==> config.mk <==
export PLATFORM = sky130hd
export DESIGN_NAME = fifo_rd_stream_adapter
export DESIGN_NICKNAME = d
export VERILOG_FILES = /design/src/rtl/fifo_stream_pkg.sv /design/src/rtl/stream_skid_buf.sv /design/src/rtl/fifo_rd_stream_adapter.sv
export SDC_FILE = /design/constraint.sdc
export NUM_CORES = 1
export LEC_CHECK = 0
export BUFFER_PORTS_ARGS = -buffer_cell sky130_fd_sc_hd__buf_2
export CORE_AREA = 2 2 120 75
export DETAILED_ROUTE_END_ITERATION = 10
export DIE_AREA = 0 0 122 77
export GPL_TIMING_DRIVEN = 0
export PLACE_DENSITY = 0.78
export SYNTH_ARGS = -nofsm -noshare
export SYNTH_HDL_FRONTEND = slang
export SYNTH_SLANG_ARGS = --single-unit
export TNS_END_PERCENT = 5
==> constraint.sdc <==
create_clock -name clk -period 3.4 [get_ports clk]
set_clock_uncertainty 0.1 [all_clocks]
set_input_delay 0.51 -clock clk [delete_from_list [all_inputs] [get_ports clk]]
set_output_delay 0.51 -clock clk [all_outputs]
set_load 0.01 [all_outputs]
==> src/rtl/fifo_stream_pkg.sv <==
// Shared definitions for the FIFO read-side stream adapter.
//   cnt_w(depth) : width of a counter that holds 0..depth
//   err_e        : error classification used when reporting adapter faults
package fifo_stream_pkg;

  function automatic int cnt_w(input int depth);
    return $clog2(depth + 1);
  endfunction

  typedef enum logic [1:0] {
    ERR_NONE  = 2'd0,
    ERR_OVF   = 2'd1,
    ERR_UNEXP = 2'd2
  } err_e;

endpackage

==> src/rtl/stream_skid_buf.sv <==
// Circular register buffer (skid buffer) with push/pop.
//   clk, rst      : clock, synchronous active-high reset
//   push_i, din_i : write din_i at the write pointer
//   pop_i         : retire the head entry
//   cnt_o         : occupied entries
//   full_o/empty_o: occupancy flags
//   head_o        : entry at the read pointer (registered storage)
// DEPTH need not be a power of two; pointers wrap explicitly.
module stream_skid_buf
  import fifo_stream_pkg::*;
#(
  parameter int DW    = 18,
  parameter int DEPTH = 4
) (
  input  logic                      clk,
  input  logic                      rst,
  input  logic                      push_i,
  input  logic [DW-1:0]             din_i,
  input  logic                      pop_i,
  output logic [cnt_w(DEPTH)-1:0]   cnt_o,
  output logic                      full_o,
  output logic                      empty_o,
  output logic [DW-1:0]             head_o
);

  localparam int CW = cnt_w(DEPTH);
  localparam int PW = (DEPTH > 1) ? $clog2(DEPTH) : 1;

  logic [DEPTH-1:0][DW-1:0] mem_q;
  logic [PW-1:0]            wr_ptr_q, wr_ptr_d, rd_ptr_q, rd_ptr_d;
  logic [CW-1:0]            cnt_q, cnt_d;
  logic                     pop_ok, wr_en;

  function automatic logic [PW-1:0] ptr_inc(input logic [PW-1:0] p);
    return (p == PW'(DEPTH - 1)) ? '0 : p + PW'(1);
  endfunction

  assign empty_o = (cnt_q == '0);
  assign full_o  = (cnt_q == CW'(DEPTH));
  assign cnt_o   = cnt_q;
  assign head_o  = mem_q[rd_ptr_q];

  // When full, a same-cycle pop frees the head slot, which is exactly where
  // wr_ptr points, so the write may proceed.
  assign pop_ok = pop_i & ~empty_o;
  assign wr_en  = push_i & (~full_o | pop_ok);

  always_comb begin
    wr_ptr_d = wr_ptr_q;
    rd_ptr_d = rd_ptr_q;
    cnt_d    = cnt_q;
    if (wr_en)  wr_ptr_d = ptr_inc(wr_ptr_q);
    if (pop_ok) rd_ptr_d = ptr_inc(rd_ptr_q);
    if (wr_en && !pop_ok)      cnt_d = cnt_q + CW'(1);
    else if (!wr_en && pop_ok) cnt_d = cnt_q - CW'(1);
  end

  always_ff @(posedge clk) begin
    if (rst) begin
      mem_q    <= '0;
      wr_ptr_q <= '0;
      rd_ptr_q <= '0;
      cnt_q    <= '0;
    end else begin
      if (wr_en) mem_q[wr_ptr_q] <= din_i;
      wr_ptr_q <= wr_ptr_d;
      rd_ptr_q <= rd_ptr_d;
      cnt_q    <= cnt_d;
    end
  end

endmodule

==> src/rtl/fifo_rd_stream_adapter.sv <==
// Converts the fixed-latency read port of the sync FIFO into a valid/ready
// stream master. Reads are issued only against free skid credits, so every
// returning word has a slot and m_ready may drop in any cycle.
//   clk, rst         : clock, synchronous active-high reset
//   fifo_empty       : registered empty flag of the upstream FIFO
//   fifo_ren         : read request to the FIFO
//   fifo_dout_valid  : read return strobe (RD_LAT cycles after fifo_ren)
//   fifo_dout        : read return data
//   m_valid/m_ready/m_data : stream master
//   skid_cnt         : occupied skid entries
//   ovf_err          : sticky, return arrived with skid full and no pop
//   unexp_err        : sticky, return arrived with no read outstanding
module fifo_rd_stream_adapter
  import fifo_stream_pkg::*;
#(
  parameter int DW         = 18,
  parameter int RD_LAT     = 3,
  parameter int SKID_DEPTH = 4
) (
  input  logic                            clk,
  input  logic                            rst,
  input  logic                            fifo_empty,
  output logic                            fifo_ren,
  input  logic                            fifo_dout_valid,
  input  logic [DW-1:0]                   fifo_dout,
  output logic                            m_valid,
  input  logic                            m_ready,
  output logic [DW-1:0]                   m_data,
  output logic [cnt_w(SKID_DEPTH)-1:0]    skid_cnt,
  output logic                            ovf_err,
  output logic                            unexp_err
);

  localparam int CW = cnt_w(SKID_DEPTH);

  if (RD_LAT < 1 || SKID_DEPTH < 2) begin : g_param_chk
    $error("fifo_rd_stream_adapter: RD_LAT must be >= 1 and SKID_DEPTH >= 2");
  end

  logic          pop, push, sk_full, sk_empty;
  logic [CW-1:0] inflight_q, inflight_d;
  logic          ovf_q, ovf_d, unexp_q, unexp_d;
  logic [CW+1:0] committed;
  logic          inflight_nz;

  stream_skid_buf #(
    .DW    (DW),
    .DEPTH (SKID_DEPTH)
  ) u_skid (
    .clk     (clk),
    .rst     (rst),
    .push_i  (push),
    .din_i   (fifo_dout),
    .pop_i   (pop),
    .cnt_o   (skid_cnt),
    .full_o  (sk_full),
    .empty_o (sk_empty),
    .head_o  (m_data)
  );

  assign m_valid     = ~sk_empty;
  assign pop         = m_valid & m_ready;
  assign push        = fifo_dout_valid;
  assign inflight_nz = (inflight_q != '0);

  // Slots already promised: outstanding reads plus held words, less the word
  // leaving this cycle. pop implies skid_cnt >= 1, so this cannot underflow.
  assign committed = (CW+2)'(inflight_q) + (CW+2)'(skid_cnt) - (CW+2)'(pop);
  assign fifo_ren  = ~rst & ~fifo_empty & (committed < (CW+2)'(SKID_DEPTH));

  always_comb begin
    inflight_d = inflight_q;
    // An unexpected return never decrements below zero.
    case ({fifo_ren, push & inflight_nz})
      2'b10:   inflight_d = inflight_q + CW'(1);
      2'b01:   inflight_d = inflight_q - CW'(1);
      default: inflight_d = inflight_q;
    endcase
    ovf_d   = ovf_q   | (push & sk_full & ~pop);
    unexp_d = unexp_q | (push & ~inflight_nz);
  end

  always_ff @(posedge clk) begin
    if (rst) begin
      inflight_q <= '0;
      ovf_q      <= 1'b0;
      unexp_q    <= 1'b0;
    end else begin
      inflight_q <= inflight_d;
      ovf_q      <= ovf_d;
      unexp_q    <= unexp_d;
    end
  end

  assign ovf_err   = ovf_q;
  assign unexp_err = unexp_q;

endmodule
# Word level (Yosys, flattened, before mapping)
# Cells that the tools add are included.
[classes]
addsub = 8
n_lt_le_gt_ge = 4
eq_ne = 5
n_mux = 10
bitwise_logic = 18
reduce_logical = 9
[op_table]
columns = ["cell", "count"]
rows = [
  ["bitwise mux 72 bit", 1],
  ["binary-select mux 18 bit (select 2 bit)", 1],
  ["demux 18 bit (select 2 bit)", 1],
  ["2-to-1 mux 18 bit", 2],
  ["bitwise AND 1 bit", 9],
  ["adder 3 x 1 -> 3 bit (second input constant)", 2],
  ["== test 2 bit (second input constant)", 3],
  ["< comparator 2 x 3 -> 1 bit (second input constant)", 2],
  ["2-to-1 mux 3 bit", 2],
  ["NOT 1 bit", 6],
  ["case mux 3 bit (2 select lines)", 1],
  ["subtractor 3 x 1 -> 3 bit (second input constant)", 2],
  ["< comparator 5 x 3 -> 1 bit (second input constant)", 1],
  ["subtractor 4 x 1 -> 5 bit", 1],
  ["adder 2 x 1 -> 2 bit (second input constant)", 2],
  ["adder 3 x 3 -> 4 bit", 1],
  ["2-to-1 mux 2 bit", 2],
  ["nonzero test 2 bit", 2],
  ["== test 3 bit (second input constant)", 1],
  ["logical AND 1 bit", 3],
  ["logical NOT 3 bit", 1],
  ["bitwise OR 1 bit", 3],
  ["nonzero test 3 bit", 1],
  ["== test 2 x 1 -> 1 bit (second input constant)", 1],
  ["2 further kinds", 3],
]
[word_totals]
reg_bits = 84
inputBits = 23
out_inout_bits = 25

# Longest topological paths before layout
# Gate-level depths: netlist (run 1).
[depth]
word_depth = 10
depth_mapped = 14
ltp_nobuf = 14

# Modules after synthesis
# A second synthesis (run 1) with hierarchy kept.
[hier_totals]
cells_unflattened = 369
area_unflattened_um2 = 4106.4
[modules_own_cells]
columns = ["module", "n_inst", "cells_each", "area_per_inst_um2", "seq_area_each_um2"]
rows = [
  ["stream_skid_buf", 1, 322, 3718.6, 1581.5],
  ["fifo_rd_stream_adapter", 1, 47, 387.9, 100.1],
]

# Worst setup path after synthesis (run 1)
# Ideal clock, no wire load.
[synth_path]
path_type = "reg2reg"
start = "register u_skid.cnt_q[0], in the netlist u_skid.cnt_o[0]"
end = "register inflight_q[2]"
setup_ps = 71
arrival_time_ps = 3260
required_ps = 3229
setup_slack_ps = -30
path_stages_with_launch = 15
n_path_buf = 0
period_less_slack_ps = 3430
cell_sequence = "dfxtp_1 -> o31ai_1 -> inv_1 -> ha_1 -> inv_1 -> ha_1 -> and3b_1 -> or4_1 -> a211o_1 -> ha_1 -> inv_1 -> fa_1 -> xor2_1 -> or3_1 -> a21oi_1"
[synth_between]
elab_chain_cells = 8
word_cells_on_any_way = 11
classes_between = "add/sub: 2; order compare: 1; eq/ne: 2; mux: 1; bitwise: 3; reduce/logical: 2"
[synth_lines]
columns = ["element", "line", "source"]
rows = [
  ["start, declared", "stream_skid_buf.sv:31", "logic [CW-1:0] cnt_q, cnt_d;"],
  ["start signal, assigned", "stream_skid_buf.sv:68", "cnt_q <= cnt_d;"],
  ["parallel branches: the longest is 3 deep, another holds adder 3 x 3 -> 4 bit", "-", ""],
  ["subtractor 4 x 1 -> 5 bit *", "fifo_rd_stream_adapter.sv:68", "assign committed = (CW+2)'(inflight_q) + (CW+2)'(skid_cnt) - (CW+2)'(pop);"],
  ["< comparator 5 x 3 -> 1 bit *", "fifo_rd_stream_adapter.sv:69", "assign fifo_ren = ~rst & ~fifo_empty & (committed < (CW+2)'(SKID_DEPTH));"],
  ["bitwise AND 1 bit *", "fifo_rd_stream_adapter.sv:69", ""],
  ["== test 2 x 1 -> 1 bit / == test 2 bit (equally long branches)", "fifo_rd_stream_adapter.sv:74", "case ({fifo_ren, push & inflight_nz})"],
  ["case mux 3 bit (2 select lines) / nonzero test 2 bit (equally long branches)", "-", ""],
  ["end signal, assigned", "fifo_rd_stream_adapter.sv:89", "inflight_q <= inflight_d;"],
  ["end, declared", "fifo_rd_stream_adapter.sv:41", "logic [CW-1:0] inflight_q, inflight_d;"],
]
# Mark *: on every way between the ends.
# A chain may end at the register's enable or synchronous reset.

# Worst setup path after layout (run 1)
[layout_path]
start = "register u_skid.cnt_q[2], in the netlist u_skid.cnt_o[2]"
end = "register inflight_q[2]"
# Same word-level chain as after synthesis.

==> metrics.cfg, run 1 <==
[placed_design]
hpwl_um=6700
portBuffers=46
dpl_cell_area_um2=4450
dp_cells=526
place_worst_setup_slack_ns=-0.136
routabilityCongestion=0.789

[synthesis]
synth_top_area_share_pct=41.3
ys_top_cells_by_area=dfxtp_1 (41%), mux2i_1 (18%), nand2b_1 (14%)
ys_warn_count=0
synth_top_area_cell=dfxtp_1
synth_edf_count=0
ys_types=34
ys_seq_elements=84
syn_inst=368
async_flop_share_pct=0
synth_area_per_cell_um2=11.1
yosysSeqAreaShare_pct=41.3
synth_nets=405
synth-main-ff-cell=dfxtp_1
syn-cell-area_um2=4080

[pwr]
p_leak_nw=2.09
ir_drop_mv=0.343
pwr_density_cell_nw_per_um2=619
total_power_mw=2.94

[sta]
hold_viol_final=0
slew_headroom_pct=42.2
max_freq_ghz=0.311
tightestPinTransition_ns=0.867
grt_setup_unrepaired=no
setup_violations=0
maxSlewViolCount=0
min_period_over_period_pct=94.7
setup_ws_ns=0.181
post-route-min-period_ns=3.22

[die]
rows=26
coreArea_um2=8300
start_util_pct=49.1
ios=48
fp.dieArea_um2=9390
die_w_um=122
die_y_um=77

[drt]
wirelength_um=9480
routed_via_density=5.33
wl_met1_um=4400
dr_wl_met3_um=685
top_layer=met4
post_drt_wl_per_cell_um=17.5
dr.pass1.iters=4
met2WireLength_um=4300
dr.first_iter.drc_count=204
vias=2892
drtAntennaViolNets=0
drc=0

[critical_path]
crit-reg2reg-launch=u_skid.cnt_o[2]$_SDFFE_PP0P_
r2r_cells=14
path_common_cell=inv_1
crit_required_ns=3.57
crit_path_start_kind=flop
path_cells=o31ai_4 -> inv_1 -> ha_1 -> inv_1 -> ha_1 -> and3b_1 -> or4_1 -> a211o_1 -> ha_2 -> inv_1 -> fa_1 -> xor2_1 -> or3_1 -> a21oi_2
rrSetupSlack_ns=0.18
cp.arrival_ns=3.39
rr_endpoint=inflight_q[2]$_SDFFE_PP0P_
critical_path.top_delay_family=simple AND/OR/NAND/NOR gates
crit_buf_inv=3
cp_slowest_cell=or4_1
crit_path_max_fanout=7
endpoint_kind=flop
max_stage_delay_ns=0.49
worst-setup-path-type=flop to flop

[clocking]
cts_tree=yes
cts.sinks=84
htreeDepth=3
numCtsBuffers=9
ctsHoldBuffers=0
ctsRootBufferMaster=clkbuf_16
clock_latency_ns=0.34
clk_pin_slew_ns=0.06
cts_max_path_buffers=2

[flow_run]
maxCapViolCount=0

[layout]
final-instance-count-excl-fill=543
final_common_cell=nand2b_1
fin_nets=463
diodes=0
final_cell_mix=nand2b_1 (90), dfxtp_1 (81), mux2i_1 (74)
design_area_um2=4750
drive_gt1_share_pct=22.0
area_growth_pct=16.6

[global_route]
grt_pass1_vias=2934
antenna_found_initial=0
grt_remaining_overflow=0
grt_pass1_wl_um=15300
grt_start_max_net_pins=14
grt_usage_pct=21.9

[status]
status=complete, no violations

[hold_path]
hold_depth=2
hp-start=unexp_err$_SDFF_PP0_
hp-class=flop to flop
holdPathEnd=unexp_err$_SDFF_PP0_

[synthesized netlist by cell type, types with 2 or more instances]
cell type / count
mux4_2: 18
buf_4: 3
ha_1: 12
a21oi_1: 6
buf_2: 2
or3_1: 3
xor2_1: 5
buf_1: 2
o31ai_1: 3
mux2i_1: 74
nor3_1: 2
nand3_1: 6
o21ai_0: 2
buf_6: 3
nor2_1: 8
fa_1: 2
inv_1: 15
clkbuf_1: 14
nand2b_1: 90
dfxtp_1: 84
[registers in the layout, indices dropped and copies added, names as in the netlist]
name             flops
u_skid.mem_q        72
inflight_q           3
u_skid.cnt_o         3
u_skid.rd_ptr_q      2
u_skid.wr_ptr_q      2
ovf_err              1
unexp_err            1
[tightest hold or removal path, cell delays in order (launching register included)]
cell and delay, ns:
dfxtp_1 0.32, a21oi_1 0.04, nor2_1 0.07
[what timing repair did]
item	4_1_cts	5_1_grt
pin swaps	1	1
buffers inserted	1	0
endpoints found under the setup margin	2	2
gates resized for setup	1	6
[how the worst max path moves through the flow]
| stage | to | startpoint | slack, ns | cells past startpoint |
|---|---|---|---|---|
| CTS | inflight_q[2]$_SDFFE_PP0P_ | u_skid.cnt_o[1]$_SDFFE_PP0P_ | 0.01 | 13 |
| finish | inflight_q[2]$_SDFFE_PP0P_ | u_skid.cnt_o[2]$_SDFFE_PP0P_ | 0.18 | 14 |
| global placement | inflight_q[2]$_SDFFE_PP0P_ | u_skid.cnt_o[0]$_SDFFE_PP0P_ | -0.04 | 14 |
| global route | inflight_q[2]$_SDFFE_PP0P_ | u_skid.cnt_o[2]$_SDFFE_PP0P_ | 0.02 | 14 |
| floorplan | inflight_q[2]$_SDFFE_PP0P_ | u_skid.cnt_o[0]$_SDFFE_PP0P_ | 0.08 | 14 |
| detailed placement | inflight_q[2]$_SDFFE_PP0P_ | u_skid.cnt_o[0]$_SDFFE_PP0P_ | -0.14 | 14 |
[layer usage]
layer / vias to the layer above / track usage [%]
li1: 1375 / -
met1: 1425 / 29.9
met2: 85 / 33.1
met3: 7 / 6.70
met4: 0 / 6.78
met5: - / 0
[power by group]
group | total [mW] | switching (mW) | internal [mW] | leakage [nW]
sequential | 1.18 | 0.0927 | 1.09 | 0.684
clock | 0.897 | 0.385 | 0.512 | 0.129
combinational | 0.864 | 0.449 | 0.415 | 1.28
total | 2.94 | 0.927 | 2.01 | 2.09
[through the flow]
step / hold WS (ns) / setup TNS (ns) / util (%)
after floorplan: 0.345 / 0 / -
after global placement: 0.346 / -0.0417 / 53.7
after detailed placement: 0.361 / -0.194 / 53.7
after CTS: 0.375 / 0 / 57.1
after global routing: 0.381 / 0 / 57.3
final: 0.372 / 0 / 57.3
[kinds of logic (layout without fill, tap and decap cells)]
kind of cell	after synthesis	in the layout	synth area share, %
buffers and inverters	40	103	4.85
AO/OA/AOI/OAI	14	14	2.12
flip-flops	84	84	41.3
AND/OR/NAND/NOR	119	119	17.9
adder cells (fa/ha/maj)	14	14	4.67
XOR/XNOR	5	5	1.07
multiplexers	92	92	28.1
[layout make-up]
| class | count | area, um2 |
|---|---|---|
| fill | 694 | 3540 |
| buffer | 25 | 141 |
| sequential | 84 | 1690 |
| timing repair buffer | 47 | 238 |
| multi-input combinational | 244 | 2220 |
| clock buffer | 12 | 246 |
| inverter | 15 | 56.3 |
| clock inverter | 4 | 25.0 |
| tap | 112 | 140 |
No activity file was read; power rests on OpenSTA's default activity.
==> inputs of run 2 (changes only) <==
Settings changed: RECOVER_POWER set to 50.
==> run 2 against run 1 <==
Critical path depth stayed put. Final cell count stayed put. Power is 0.30% lower. Design area is 0.92% lower. Non-clock buffer count stayed put. Sequential share of layout area is 0.33 points higher. Worst hold slack better by 0.0012 ns. Critical path type unchanged. Critical endpoint unchanged. Largest cell class unchanged.
==> metrics.cfg, run 2 (synthesized netlist as in run 1, its figures left out) <==
[status]
status=complete, no violations

[drt]
wirelength_um=9500  ; +0.21%
drc=0  ; unchanged
post_drt_wl_per_cell_um=17.5  ; +0.21%
vias=2862  ; -1.0%
routed_via_density=5.27  ; -1.0%
dr.pass1.iters=4  ; unchanged
dr.first_iter.drc_count=205  ; +0.49%
drtAntennaViolNets=0  ; unchanged

[critical_path]
crit_path_max_fanout=7  ; unchanged
worst-path-stages=14  ; unchanged
max_stage_delay_ns=0.49  ; about the same
crit_buf_inv=3  ; unchanged
worst-setup-path-type=flop to flop
path_common_cell=inv_1
path_cells=o31ai_4 -> inv_1 -> ha_1 -> inv_1 -> ha_1 -> and3b_1 -> or4_1 -> a211o_1 -> ha_2 -> inv_1 -> fa_1 -> xor2_1 -> or3_1 -> a21oi_2
critical_path.top_delay_family=simple AND/OR/NAND/NOR gates
endpoint_kind=flop
crit_path_start_kind=flop
crit_required_ns=3.57  ; about the same
cp_slowest_cell=or4_1
r2r_cells=14  ; unchanged
cp.arrival_ns=3.39  ; about the same

[layout]
area_growth_pct=15.5
drive_gt1_share_pct=19.7  ; -2.3 points
largest-register=u_skid.mem_q
final_cell_mix=nand2b_1 (90), dfxtp_1 (81), mux2i_1 (74)
fin_nets=463  ; unchanged
diodes=0  ; unchanged
fin_util_pct=56.7  ; -0.53 points
final_common_cell=nand2b_1
largest_register_ffs=72  ; unchanged
design_area_um2=4710  ; -0.92%

[clocking]
ctsRootBufferMaster=clkbuf_16
ctsHoldBuffers=0  ; unchanged
clk_pin_slew_ns=0.06  ; about the same
cts_tree=yes
htreeDepth=3  ; unchanged
cts_max_path_buffers=2  ; unchanged
cts.sinks=84  ; unchanged
numCtsBuffers=9  ; unchanged
clock_latency_ns=0.34  ; about the same

[sta]
hold_viol_final=0  ; unchanged
setup_violations=0  ; unchanged
maxSlewViolCount=0  ; unchanged
tightestPinTransition_ns=0.850  ; -0.0169 ns
post-route-min-period_ns=3.21  ; -0.00511 ns
max_freq_ghz=0.311  ; +0.16%
min_period_over_period_pct=94.5  ; -0.15 points
slew_headroom_pct=43.3  ; +1.1 points
grt_setup_unrepaired=no

[die]
start_util_pct=49.1  ; unchanged
fp.dieArea_um2=9390  ; unchanged
die_y_um=77  ; unchanged
ios=48  ; unchanged
die_w_um=122  ; unchanged
rows=26  ; unchanged
coreArea_um2=8300  ; unchanged

[global_route]
grt_remaining_overflow=0  ; unchanged
grt_pass1_wl_um=15300  ; unchanged
grt_pass1_vias=2934  ; unchanged
grt_usage_pct=21.9  ; unchanged
antenna_found_initial=0  ; unchanged
grt_start_max_net_pins=14  ; unchanged

[placed_design]
hpwl_um=6700  ; unchanged
routabilityCongestion=0.789  ; unchanged
dpl_cell_area_um2=4450  ; unchanged
portBuffers=46  ; unchanged

[pwr]
ir_drop_mv=0.341  ; -0.51%
pwr_density_cell_nw_per_um2=623  ; +0.62%
p_leak_nw=2.06  ; -1.6%

[hold_path]
hold_depth=2  ; unchanged
hp-class=flop to flop

[flow_run]
maxCapViolCount=0  ; unchanged

## run 2: layout make-up
class	instances	area (um2)
buffer	25	106
clock buffer	12	246
clock inverter	4	25.0
fill	706	3590
inverter	15	56.3
multi-input combinational	244	2210
sequential	84	1690
tap	112	140
timing repair buffer	47	234
## run 2: where the power goes
| part | leakage [nW] | internal, mW | switching, mW | total, mW |
|---|---|---|---|---|
| registers | 0.684 | 1.09 | 0.0922 | 1.18 |
| clock network | 0.129 | 0.512 | 0.388 | 0.901 |
| logic | 1.25 | 0.404 | 0.448 | 0.853 |
## run 2: worst paths after layout
path                                 start                       endpoint  slack, ns
max           u_skid.cnt_o[2]$_SDFFE_PP0P_     inflight_q[2]$_SDFFE_PP0P_       0.19
min          u_skid.mem_q[61]$_SDFFE_PP0P_  u_skid.mem_q[61]$_SDFFE_PP0P_       0.37
max reg2reg   u_skid.cnt_o[2]$_SDFFE_PP0P_     inflight_q[2]$_SDFFE_PP0P_       0.19
min reg2reg  u_skid.mem_q[61]$_SDFFE_PP0P_  u_skid.mem_q[61]$_SDFFE_PP0P_       0.37
## run 2: repair_timing
item | 4_1_cts | 5_1_grt
pin swaps | 1 | 1
setup endpoints to repair | 2 | 2
buffers inserted | 1 | 0
endpoints found under the hold margin | 0 | 0
resized for setup | 1 | 6
## run 2: worst min-delay path: stages (launching register included)
cell and delay, ns:
dfxtp_1 0.31, nand2b_1 0.06, mux2i_1 0.06
## run 2: stage by stage
stage | hold slack (ns) | worst slack, ns | TNS [ns] | cells | power [mW]
floorplan | 0.345 | 0.0797 | 0 | 368 | 1.79
global placement | 0.346 | -0.0417 | -0.0417 | 526 | 1.99
detailed placement | 0.361 | -0.136 | -0.194 | 526 | 2.03
CTS | 0.375 | 0.0114 | 0 | 543 | 2.95
global route | 0.381 | 0.0170 | 0 | 543 | 3.10
finish | 0.373 | 0.186 | 0 | 543 | 2.93
## run 2: per-layer routing
layer	global-route usage, %	vias up	wire length [um]
li1	-	1373	-
met1	29.9	1402	4350
met2	33.1	76	4360
met3	6.70	11	678
met4	6.78	0	108
met5	0	-	0
